## config.mk

```make
export PLATFORM = sky130hd
export DESIGN_NAME = servo_pwm_generator_flat
export DESIGN_NICKNAME = d
export VERILOG_FILES = /design/src/rtl/servo_pwm_if.sv /design/src/rtl/servo_pwm_generator.sv /design/src/flat_wrapper.sv
export SDC_FILE = /design/constraint.sdc
export NUM_CORES = 1
export LEC_CHECK = 0
export BUFFER_PORTS_ARGS = -buffer_cell sky130_fd_sc_hd__buf_4
export CAP_MARGIN = 25
export CORE_MARGIN = 2
export CORE_UTILIZATION = 54
export DETAILED_ROUTE_END_ITERATION = 10
export PLACE_DENSITY_LB_ADDON = 0.3
export SETUP_SLACK_MARGIN = 0.1
export SYNTH_ARGS = -nofsm -noshare
export SYNTH_HDL_FRONTEND = slang
export SYNTH_SLANG_ARGS = --single-unit
```

## constraint.sdc

```tcl
create_clock -name clk -period 2.97 [get_ports clk]
set_clock_uncertainty 0.05 [all_clocks]
set_input_delay 0.594 -clock clk [delete_from_list [all_inputs] [get_ports clk]]
set_output_delay 0.594 -clock clk [all_outputs]
set_load 0.005 [all_outputs]
```

## src/rtl/servo_pwm_if.sv

```systemverilog
// Control and status bundle between the pulse-width source and the servo PWM generator.
interface servo_pwm_if;
  logic        enable;
  logic [17:0] pulse_length;
  logic        load;
  logic        pwm_out;
  logic        frame_start;
  logic [17:0] active_pulse;
  logic        running;

  modport master (
    output enable, pulse_length, load,
    input  pwm_out, frame_start, active_pulse, running
  );

  modport slave (
    input  enable, pulse_length, load,
    output pwm_out, frame_start, active_pulse, running
  );
endinterface

```

## src/rtl/servo_pwm_generator.sv

```systemverilog
// Fixed-period servo PWM: double-buffered, clamped pulse width latched at each frame boundary.
module servo_pwm_generator #(
  parameter int PERIOD_CYCLES = 2000000,
  parameter int MIN_PULSE     = 60000,
  parameter int MAX_PULSE     = 210000,
  parameter int RESET_PULSE   = 135000,
  parameter int CNT_W         = 21
) (
  input  logic        clk,
  input  logic        reset,
  servo_pwm_if.slave  bus
);

  localparam int CW = (CNT_W > 18) ? CNT_W : 18;
  localparam logic [17:0]      MIN_P   = 18'(MIN_PULSE);
  localparam logic [17:0]      MAX_P   = 18'(MAX_PULSE);
  localparam logic [17:0]      RESET_P = 18'(RESET_PULSE);
  localparam logic [CNT_W-1:0] LAST    = CNT_W'(PERIOD_CYCLES - 1);

  typedef enum logic {IDLE, RUN} state_t;

  state_t           state_reg;
  logic [CNT_W-1:0] count_reg;
  logic [CNT_W-1:0] count_plus;
  logic [17:0]      pending_reg;
  logic [17:0]      pending_next;
  logic [17:0]      clamped;
  logic [17:0]      active_reg;
  logic             pwm_reg;
  logic             frame_start_reg;
  logic             running_reg;
  logic             at_last;
  logic             start_frame;

  always_comb begin
    clamped = bus.pulse_length;
    if (bus.pulse_length < MIN_P)
      clamped = MIN_P;
    else if (bus.pulse_length > MAX_P)
      clamped = MAX_P;
    // A load in the cycle that closes a frame must reach the new frame.
    pending_next = bus.load ? clamped : pending_reg;
    count_plus   = count_reg + 1'b1;
    at_last      = (count_reg == LAST);
    start_frame  = bus.enable && ((state_reg == IDLE) || at_last);
  end

  always_ff @(posedge clk) begin
    if (reset) begin
      state_reg       <= IDLE;
      count_reg       <= '0;
      pending_reg     <= RESET_P;
      active_reg      <= RESET_P;
      pwm_reg         <= 1'b0;
      frame_start_reg <= 1'b0;
      running_reg     <= 1'b0;
    end else begin
      pending_reg     <= pending_next;
      frame_start_reg <= 1'b0;
      if (start_frame) begin
        state_reg       <= RUN;
        count_reg       <= '0;
        active_reg      <= pending_next;
        frame_start_reg <= 1'b1;
        pwm_reg         <= (pending_next != 18'd0);
        running_reg     <= 1'b1;
      end else if (state_reg == IDLE || at_last) begin
        // Idle, or the frame just finished with enable low: park.
        state_reg   <= IDLE;
        count_reg   <= '0;
        pwm_reg     <= 1'b0;
        running_reg <= 1'b0;
      end else begin
        count_reg <= count_plus;
        pwm_reg   <= (CW'(count_plus) < CW'(active_reg));
      end
    end
  end

  assign bus.pwm_out      = pwm_reg;
  assign bus.frame_start  = frame_start_reg;
  assign bus.active_pulse = active_reg;
  assign bus.running      = running_reg;

endmodule

```

## src/flat_wrapper.sv

```systemverilog
// flat-port wrapper written by rule: the top's interface ports become plain ports
module servo_pwm_generator_flat 
#(
  parameter int PERIOD_CYCLES = 2000000,
  parameter int MIN_PULSE     = 60000,
  parameter int MAX_PULSE     = 210000,
  parameter int RESET_PULSE   = 135000,
  parameter int CNT_W         = 21
)
  (clk, reset, bus_enable, bus_pulse_length, bus_load, bus_pwm_out, bus_frame_start, bus_active_pulse, bus_running);
  servo_pwm_if bus_i ();
  input  logic clk;
  input  logic reset;
  input wire logic [$bits(bus_i.enable)-1:0] bus_enable;
  input wire logic [$bits(bus_i.pulse_length)-1:0] bus_pulse_length;
  input wire logic [$bits(bus_i.load)-1:0] bus_load;
  output wire logic [$bits(bus_i.pwm_out)-1:0] bus_pwm_out;
  output wire logic [$bits(bus_i.frame_start)-1:0] bus_frame_start;
  output wire logic [$bits(bus_i.active_pulse)-1:0] bus_active_pulse;
  output wire logic [$bits(bus_i.running)-1:0] bus_running;
  assign bus_i.enable = bus_enable;
  assign bus_i.pulse_length = bus_pulse_length;
  assign bus_i.load = bus_load;
  assign bus_pwm_out = bus_i.pwm_out;
  assign bus_frame_start = bus_i.frame_start;
  assign bus_active_pulse = bus_i.active_pulse;
  assign bus_running = bus_i.running;
  servo_pwm_generator #(.PERIOD_CYCLES(PERIOD_CYCLES), .MIN_PULSE(MIN_PULSE), .MAX_PULSE(MAX_PULSE), .RESET_PULSE(RESET_PULSE), .CNT_W(CNT_W)) u_core (.clk(clk), .reset(reset), .bus(bus_i));
endmodule
```

==> results of run 1 <==
-- path summary, 6_finish.rpt --
check / start / to / cells after the start / slack, ns
setup reg to reg: u_core.count_reg[1] / u_core.bus.pwm_out / 14 / 0.38
hold / removal: u_core.count_reg[0] / u_core.count_reg[0] / 1 / 0.41
hold reg to reg: u_core.count_reg[0] / u_core.count_reg[0] / 1 / 0.41
setup / recovery: u_core.count_reg[1] / u_core.bus.pwm_out / 14 / 0.38
-- cell usage after synthesis, drive strengths merged (9+ instances only) --
library cell / instances / area [um^2]
dfxtp: 60 / 1200
nor2: 53 / 199
nand2: 20 / 75.1
nor2b: 20 / 125
inv: 19 / 71.3
ha: 18 / 225
nand3: 16 / 80.1
a21oi: 13 / 76.3
a211oi: 10 / 75.1
o21ai: 10 / 50.1
xnor2: 10 / 87.6
xor2: 9 / 78.8
-- metal layers --
metal | up-vias | wire length, um | track usage (%)
met5 | - | 0 | 0
met1 | 1279 | 3280 | 32.5
met3 | 16 | 497 | 8.26
li1 | 1346 | - | -
met2 | 86 | 3370 | 40.0
met4 | 0 | 139 | 9.66
-- layout make-up --
cell class	count	area share, %
flip-flops and latches	60	32.4
well taps	72	2.43
repair buffers	48	9.70
clock inverters	5	2.70
inverters	20	2.02
multi-input cells	263	47.2
clock buffers	11	3.54
-- kinds of logic (layout without fill, tap and decap cells) --
logic type | after synthesis | count (layout)
XOR/XNOR | 19 | 19
AO/OA/AOI/OAI | 75 | 75
multiplexers | 3 | 3
buffers and inverters | 32 | 84
flip-flops | 60 | 60
adder cells (fa/ha/maj) | 18 | 18
AND/OR/NAND/NOR | 148 | 148
-- critical path: cells and delay by family, from the launching register on --
family          cells  cell delay, ns
simple gates        7            0.85
fa+ha+maj           2            0.47
xor+xnor            1            0.21
compound gates      4            0.57
flops               1            0.36
-- repair_timing --
item / CTS / global route
setup buffers: 0 / 1
setup endpoints to repair: 0 / 1
gates resized for setup: 0 / 3
-- power by group --
group          internal (mW)  switching, mW
registers              0.850         0.0307
clock network          0.555          0.324
logic                  0.128          0.150
total                   1.53          0.505
-- metrics by stage --
stage / cell area (um^2) / util, % / total power [mW] / setup slack (ns)
finish: 3710 / 67.4 / 2.04 / 0.378
CTS: 3700 / 67.2 / 2.04 / 0.203
floorplan: 3100 / - / 1.06 / 0.566
detailed placement: 3470 / 63.0 / 1.17 / 0.249
global route: 3710 / 67.4 / 2.13 / 0.130
global placement: 3470 / 63.0 / 1.17 / 0.393
==> summary.txt, run 1 <==
Run status
  • Status: completed

Setup path
  • Critical path data arrival time: 2.80 ns
  • Setup crit end kind: flop
  • CP max stage cell: dfxtp_1
  • Crit path cell chain: ha_1, nand3_1, nor2_2, and2_4, nand2_1, nor2_1, xor2_1, ha_1, a21o_1, a21oi_1, nor2b_1, o21ai_0, nand3_1, o32ai_1
  • Kind of critical path: flop to flop
  • Crit path max fanout: 4
  • Required time of the critical path: 3.18 ns
  • Delay of the slowest critical-path stage: 0.36 ns
  • CP Launch Type: flop

Pwr
  • P per Cell Area: 549 mW/mm^2
  • Lkg Pwr: 1.59 nW
  • VDD IR max: 0.420 mV

Timing
  • Max_slew headroom: 62.8%
  • Final TNS setup: 0 ns
  • Hold Slack: 0.408 ns
  • Fin crit share: 87.3%
  • Min Tclk post-route: 2.59 ns
  • Fmax: 0.386 GHz
  • Final hold violation count: 0
  • RSZ-0062 raised after global routing: false
  • Worst-Margin Slew: 0.552 ns
  • Slew Limit Fails: 0
  • Final Setup Violations: 0

CTS
  • Clk Latency, worst-skew pair: 0.34 ns
  • Htree depth: 3
  • Reg clk slew, reported paths: 0.07 ns
  • Total CTS buffers: 9
  • CTS Root Buffer Type: clkbuf_8
  • Hold buffer count at CTS: 0
  • Clk sink count: 60
  • Deepest clock path buffer count: 2
  • CTS tree: done

Drt
  • DR vias/cell: 5.69
  • Final WL: 7280 um
  • Routed Antenna Nets: 0
  • Iter 0 DRT Violations: 118
  • First-pass detailed-route iteration total: 5
  • DRC Markers: 0
  • Vias: 2727
  • Per-cell routed wire length: 15.2 um

Yosys
  • Library cells used by synthesis: 61
  • Post-synthesis mux area share: 0.970%
  • Seq/Total Area, Yosys: 38.8%
  • Post-synthesis share of cell area spent on xor and xnor gates: 5.38%
  • Synth Area in Simple Gates: 24.4%
  • Post-Syn Instances: 355
  • Yosys reg bits: 60
  • Top FF cell, synth: dfxtp_1
  • Post-Synth Adder-Cell Area: 7.28%
  • EDFF count, synth: 0
  • Mapped Nets: 395
  • Syn avg cell area: 8.72 um^2
  • Async S/R FF share, synth: 0%
  • Largest family of logic cells by synthesized area: simple AND/OR/NAND/NOR gates
  • YS warnings: 0
  • Post-synthesis compound-gate area fraction: 18.5%
  • Mapped cell area: 0.00310 mm^2

Layout
  • Nets: 442
  • Most frequent cells in the layout: dfxtp_1 (59), nor2_1 (52), buf_4 (48)
  • Most common cell after layout, fill and taps aside: dfxtp_1
  • Ratio of cells with drive above 1 in the final layout: 20.4%
  • Reg area: 0.00120 mm^2
  • Layout area overhead: 20.0%
  • Layout Cells excl Fill: 479
  • Multi-input logic area: 0.00175 mm^2
  • Filler cell count: 446
  • ANT cells: 0
  • Max FFs per register: 21

Placement
  • PortBufs: 42
  • Final GP Congestion: 0.984
  • Post-DP HPWL: 5400 um
  • Placed instance count: 462

Floorplan
  • DIE HEIGHT: 79.7 um
  • Ports: 43
  • Chip width: 79.7 um
  • Core footprint: 0.00551 mm^2
  • DIE AREA: 0.00635 mm^2
  • Num rows: 27
  • Initial core utilization: 56.2%

Global route
  • Total grt overflow: 0
  • Initial antenna violation count: 0
  • Gr usage total: 25.5%
  • First-pass GRT wire length: 12400 um
  • Pin count of the biggest net entering global routing: 41
  • Vias in the first global route: 2637

Run
  • Max Cap Viol: 0

Min path
  • Hold crit path type: flop to flop
(Power assumes the default switching activity.)
==> run 2, diff against run 1 <==
clock period = 3.3 ns   (was 2.97 ns; I/O delays follow)
==> summary.txt, run 2 (synthesized netlist as in run 1, its figures left out) <==
Run status
  • Status: completed

Setup path
  • Critical path origin: u_core.count_reg[0]
  • Setup crit end kind: flop
  • Reg2reg start: u_core.count_reg[0]
  • Worst R2R End: u_core.bus.pwm_out
  • Crit path max fanout: 5 (+1)
  • Worst Reg-to-Reg Cells: 14 (unchanged)
  • Critical path data arrival time: 3.03 ns (+0.23 ns)
  • Required time of the critical path: 3.50 ns (+0.32 ns)
  • R2R setup slack: 0.47 ns (+0.09 ns)
  • CP endpoint: u_core.bus.pwm_out
  • CP Launch Type: flop
  • Kind of critical path: flop to flop

Timing
  • Final Worst Setup Slack: 0.468 ns (+0.0898 ns)
  • Slew Limit Fails: 0 (unchanged)
  • Worst-Margin Slew: 0.706 ns (+0.153 ns)
  • Min Tclk post-route: 2.83 ns (+0.240 ns)
  • Final Setup Violations: 0 (unchanged)
  • Max_slew headroom: 52.8% (-10 points)
  • Hold Slack: 0.425 ns (+0.0169 ns)
  • Fmax: 0.353 GHz (-8.5%)
  • Final hold violation count: 0 (unchanged)
  • Fin crit share: 85.8% (-1.4 points)
  • Final TNS setup: 0 ns (unchanged)
  • RSZ-0062 raised after global routing: false

CTS
  • # Post-CTS Setup Buffers: 0 (unchanged)
  • CTS tree: done
  • Post-cts repair resize count: 0 (unchanged)
  • CTS Root Buffer Type: clkbuf_8
  • Htree depth: 3 (unchanged)
  • Clk Latency, worst-skew pair: 0.35 ns (about the same)
  • Reg clk slew, reported paths: 0.06 ns (about the same)
  • Total CTS buffers: 9 (unchanged)
  • Deepest clock path buffer count: 2 (unchanged)
  • Clk sink count: 60 (unchanged)
  • Hold buffer count at CTS: 0 (unchanged)

Drt
  • Per-cell routed wire length: 14.9 um (-2.2%)
  • Vias: 2645 (-3.0%)
  • Iter 0 DRT Violations: 167 (+42%)
  • DR vias/cell: 5.59 (-1.8%)
  • DRC Markers: 0 (unchanged)
  • Routed Antenna Nets: 0 (unchanged)
  • Final WL: 7030 um (-3.5%)
  • First-pass detailed-route iteration total: 5 (unchanged)

Min path
  • Hold crit path type: flop to flop

Pwr
  • VDD IR max: 0.366 mV (-13%)
  • P per Cell Area: 482 mW/mm^2 (-12%)
  • Lkg Pwr: 1.56 nW (-2.2%)

Layout
  • Layout area overhead: 17.8%
  • Reg area: 0.00120 mm^2 (-0.10%)
  • Nets: 436 (-1.4%)
  • Most frequent cells in the layout: dfxtp_1 (60), nor2_1 (53), buf_4 (42)
  • Filler cell count: 484 (+8.5%)
  • Multi-input logic area: 0.00175 mm^2 (-0.29%)
  • ANT cells: 0 (unchanged)
  • Ratio of cells with drive above 1 in the final layout: 18.7% (-1.7 points)
  • Max FFs per register: 21 (unchanged)
  • Finished Cell Area: 0.00365 mm^2 (-1.8%)
  • Final Util: 66.2% (-1.2 points)
  • Most common cell after layout, fill and taps aside: dfxtp_1

Global route
  • Initial antenna violation count: 0 (unchanged)
  • Total grt overflow: 0 (unchanged)
  • First-pass GRT wire length: 11900 um (-4.0%)
  • Gr usage total: 24.4% (-1.2 points)
  • Pin count of the biggest net entering global routing: 41 (unchanged)
  • Vias in the first global route: 2558 (-3.0%)

Floorplan
  • Initial core utilization: 56.2% (unchanged)
  • Num rows: 27 (unchanged)
  • DIE HEIGHT: 79.7 um (unchanged)
  • Core footprint: 0.00551 mm^2 (unchanged)
  • Chip width: 79.7 um (unchanged)
  • DIE AREA: 0.00635 mm^2 (unchanged)
  • Ports: 43 (unchanged)

Placement
  • Final GP Congestion: 0.939 (-4.6%)
  • Post-DP Area: 0.00343 mm^2 (-1.1%)
  • Worst slack at placement: 0.505 ns (+0.256 ns)
  • PortBufs: 42 (unchanged)
  • Post-DP HPWL: 5270 um (-2.4%)

Run
  • Max Cap Viol: 0 (unchanged)
==> run 2: cell count changes in the layout (fill, tap and decap cells not counted), sizes merged <==
cell    previous run  this run
buf               48        42
bufinv             3         2
clkinv             3         4
==> run 2: layout make-up <==
class                      instances  share of cell area (%)
multi-input combinational        263                    48.0
sequential                        60                    32.9
timing repair buffer              42                    8.64
clock buffer                      11                    3.88
tap                               72                    2.47
clock inverter                     5                    2.06
inverter                          20                    2.06
==> run 2: report_power, final <==
part           switching [mW]  internal, mW  total (mW)
Clock                   0.282         0.442       0.723
Sequential             0.0269         0.765       0.792
Combinational           0.133         0.111       0.244
==> run 2: per-layer routing <==
metal	vias up	wire [um]	global-route usage (%)
met4	0	150	11.7
met3	13	328	4.75
met5	-	0	0
met1	1230	3240	31.1
li1	1332	-	-
met2	70	3310	39.2
==> run 2: worst max-delay path, stage by stage, from the launching register on <==
cell and delay [ns]:
dfxtp_1 0.39, ha_1 0.21, nand3_1 0.14, nor2_1 0.18
and2_1 0.23, nand2_1 0.12, nor2_1 0.12, xor2_1 0.24
ha_1 0.29, a21o_1 0.16, a21oi_1 0.15, nor2b_1 0.06
o21ai_0 0.15, nand3_1 0.12, o32ai_1 0.14
==> run 2: how the worst min path moves through the flow <==
stage | start | end | slack, ns | cells after the start
after global placement | u_core.count_reg[0] | u_core.count_reg[0] | 0.41 | 1
after detailed placement | u_core.count_reg[0] | u_core.count_reg[0] | 0.42 | 1
final | u_core.bus.active_pulse[14] | u_core.bus.active_pulse[14] | 0.42 | 2
after global routing | u_core.bus.active_pulse[14] | u_core.bus.active_pulse[14] | 0.44 | 2
after floorplan | u_core.count_reg[0] | u_core.count_reg[0] | 0.39 | 1
after CTS | u_core.bus.active_pulse[14] | u_core.bus.active_pulse[14] | 0.43 | 2
==> run 2: through the flow <==
step	power, mW	cells
after floorplan	0.951	355
after global placement	1.04	457
after detailed placement	1.05	457
after CTS	1.77	473
after global routing	1.84	473
final	1.76	473
==> run 3, diff against run 2 <==
BUFFER_PORTS_ARGS = -buffer_cell sky130_fd_sc_hd__buf_2   (was -buffer_cell sky130_fd_sc_hd__buf_4)
CAP_MARGIN = 20   (was 25)
==> summary.txt, run 3 (synthesized netlist as in run 1, its figures left out) <==
Global route
  • Pin count of the biggest net entering global routing: 41 (unchanged)
  • Initial antenna violation count: 0 (unchanged)
  • Vias in the first global route: 2536 (-0.86%)
  • Gr usage total: 24.0% (-0.38 points)
  • First-pass GRT wire length: 11800 um (-0.94%)
  • Total grt overflow: 0 (unchanged)

Setup path
  • Worst R2R End: u_core.bus.pwm_out
  • R2R setup slack: 0.54 ns (+0.07 ns)
  • Crit path max fanout: 5 (unchanged)
  • Critical path data arrival time: 2.94 ns (-0.09 ns)
  • CP Launch Type: flop
  • Required time of the critical path: 3.48 ns (-0.02 ns)
  • Setup crit end kind: flop
  • Worst Reg-to-Reg Cells: 14 (unchanged)
  • Reg2reg start: u_core.count_reg[0]
  • Kind of critical path: flop to flop

CTS
  • CTS tree: done
  • Reg clk slew, reported paths: 0.06 ns (about the same)
  • Total CTS buffers: 9 (unchanged)
  • Clk sink count: 60 (unchanged)
  • Htree depth: 3 (unchanged)
  • Hold buffer count at CTS: 0 (unchanged)
  • Post-cts repair resize count: 0 (unchanged)
  • # Post-CTS Setup Buffers: 0 (unchanged)
  • Clk Latency, worst-skew pair: 0.33 ns (-0.02 ns)
  • CTS Root Buffer Type: clkbuf_8
  • Deepest clock path buffer count: 2 (unchanged)

Layout
  • Most frequent cells in the layout: dfxtp_1 (60), nor2_1 (53), buf_2 (42)
  • Final Util: 64.9% (-1.3 points)
  • Layout area overhead: 15.5%
  • Max FFs per register: 21 (unchanged)
  • Nets: 436 (unchanged)
  • Ratio of cells with drive above 1 in the final layout: 19.0% (+0.25 points)
  • Most common cell after layout, fill and taps aside: dfxtp_1
  • Finished Cell Area: 0.00357 mm^2 (-2.0%)
  • ANT cells: 0 (unchanged)

Timing
  • Fin crit share: 83.6% (-2.2 points)
  • Final Setup Violations: 0 (unchanged)
  • Final TNS setup: 0 ns (unchanged)
  • RSZ-0062 raised after global routing: false
  • Slew Limit Fails: 0 (unchanged)
  • Max_slew headroom: 51.5% (-1.3 points)
  • Worst-Margin Slew: 0.726 ns (+0.0197 ns)
  • Hold Slack: 0.428 ns (+0.00356 ns)
  • Fmax: 0.362 GHz (+2.6%)
  • Final hold violation count: 0 (unchanged)
  • Min Tclk post-route: 2.76 ns (-0.0731 ns)

Drt
  • Met2 wire len: 3170 um (-4.2%)
  • Met3 WL post-DR: 278 um (-15%)
  • DRC Markers: 0 (unchanged)
  • Final WL: 7000 um (-0.37%)
  • Per-cell routed wire length: 14.8 um (-0.37%)
  • Vias: 2611 (-1.3%)
  • Iter 0 DRT Violations: 132 (-21%)
  • Routed Antenna Nets: 0 (unchanged)
  • Top sig layer: met4
  • First-pass detailed-route iteration total: 4 (-1)
  • DR vias/cell: 5.52 (-1.3%)
  • Met1 Wirelength: 3430 um (+5.8%)

Placement
  • Post-DP HPWL: 5250 um (-0.30%)
  • Final GP Congestion: 0.988 (+5.1%)
  • Post-DP Area: 0.00333 mm^2 (-3.1%)
  • PortBufs: 42 (unchanged)

Run
  • Max Cap Viol: 0 (unchanged)

Pwr
  • P per Cell Area: 512 mW/mm^2 (+6.2%)
  • VDD IR max: 0.411 mV (+12%)
  • Lkg Pwr: 1.54 nW (-1.5%)

Floorplan
  • Initial core utilization: 56.2% (unchanged)
  • Ports: 43 (unchanged)
  • Chip width: 79.7 um (unchanged)
  • DIE HEIGHT: 79.7 um (unchanged)
  • Core footprint: 0.00551 mm^2 (unchanged)
  • Num rows: 27 (unchanged)
  • DIE AREA: 0.00635 mm^2 (unchanged)

Run status
  • Status: completed

Min path
  • Hold Startpoint: u_core.count_reg[0]
  • Hold crit path type: flop to flop
  • Hold path cells: 1 (-1)
  • Worst Hold End: u_core.count_reg[0]
run 3: changes by cell type in the layout (fill, tap and decap cells not counted), sizes merged:
cell      previous run  this run
clkinvlp             0         1
clkbuf              11        10
clkinv               4         3
bufinv               2         3
run 3: worst max-delay path by stage:
stage,start,endpoint
2_1_floorplan,u_core.count_reg[0],u_core.bus.pwm_out
3_3_place_gp,u_core.count_reg[0],u_core.bus.pwm_out
3_5_place_dp,u_core.count_reg[0],u_core.bus.pwm_out
4_1_cts,u_core.count_reg[0],u_core.bus.pwm_out
5_1_grt,u_core.count_reg[0],u_core.bus.pwm_out
6_report,u_core.count_reg[0],u_core.bus.pwm_out
run 3: through the flow:
| step | power (mW) | std cells | setup slack [ns] |
|---|---|---|---|
| floorplan | 0.951 | 355 | 0.896 |
| global placement | 1.03 | 457 | 0.586 |
| detailed placement | 1.03 | 457 | 0.577 |
| CTS | 1.84 | 473 | 0.550 |
| global route | 1.91 | 473 | 0.130 |
| finish | 1.83 | 473 | 0.541 |
run 3: layout make-up:
cell class | count | area (um^2)
clock buffers | 10 | 138
clock inverters | 6 | 111
fillers | 490 | 1930
inverters | 20 | 75.1
multi-input cells | 263 | 1750
flip-flops and latches | 60 | 1200
well taps | 72 | 90.1
repair buffers | 42 | 210
run 3: worst max-delay path, cell delays in order (launching register included):
cell	delay, ns
dfxtp_1	0.39
ha_1	0.20
nand3_1	0.14
nor2_1	0.19
and2_1	0.22
nand2_1	0.12
nor2_1	0.12
xor2_1	0.22
ha_1	0.28
a21o_1	0.16
a21oi_1	0.13
nor2b_1	0.06
o21ai_0	0.14
nand3_1	0.11
o32ai_1	0.12
run 3: power by group:
part / total [mW] / internal [mW] / switching, mW
Combinational: 0.223 / 0.0917 / 0.132
Sequential: 0.790 / 0.764 / 0.0258
Clock: 0.816 / 0.522 / 0.294
run 3: metal layers:
| metal | track usage, % | vias up |
|---|---|---|
| li1 | - | 1337 |
| met1 | 31.1 | 1200 |
| met2 | 39.2 | 64 |
| met3 | 4.30 | 10 |
| met4 | 9.83 | 0 |
| met5 | 0 | - |
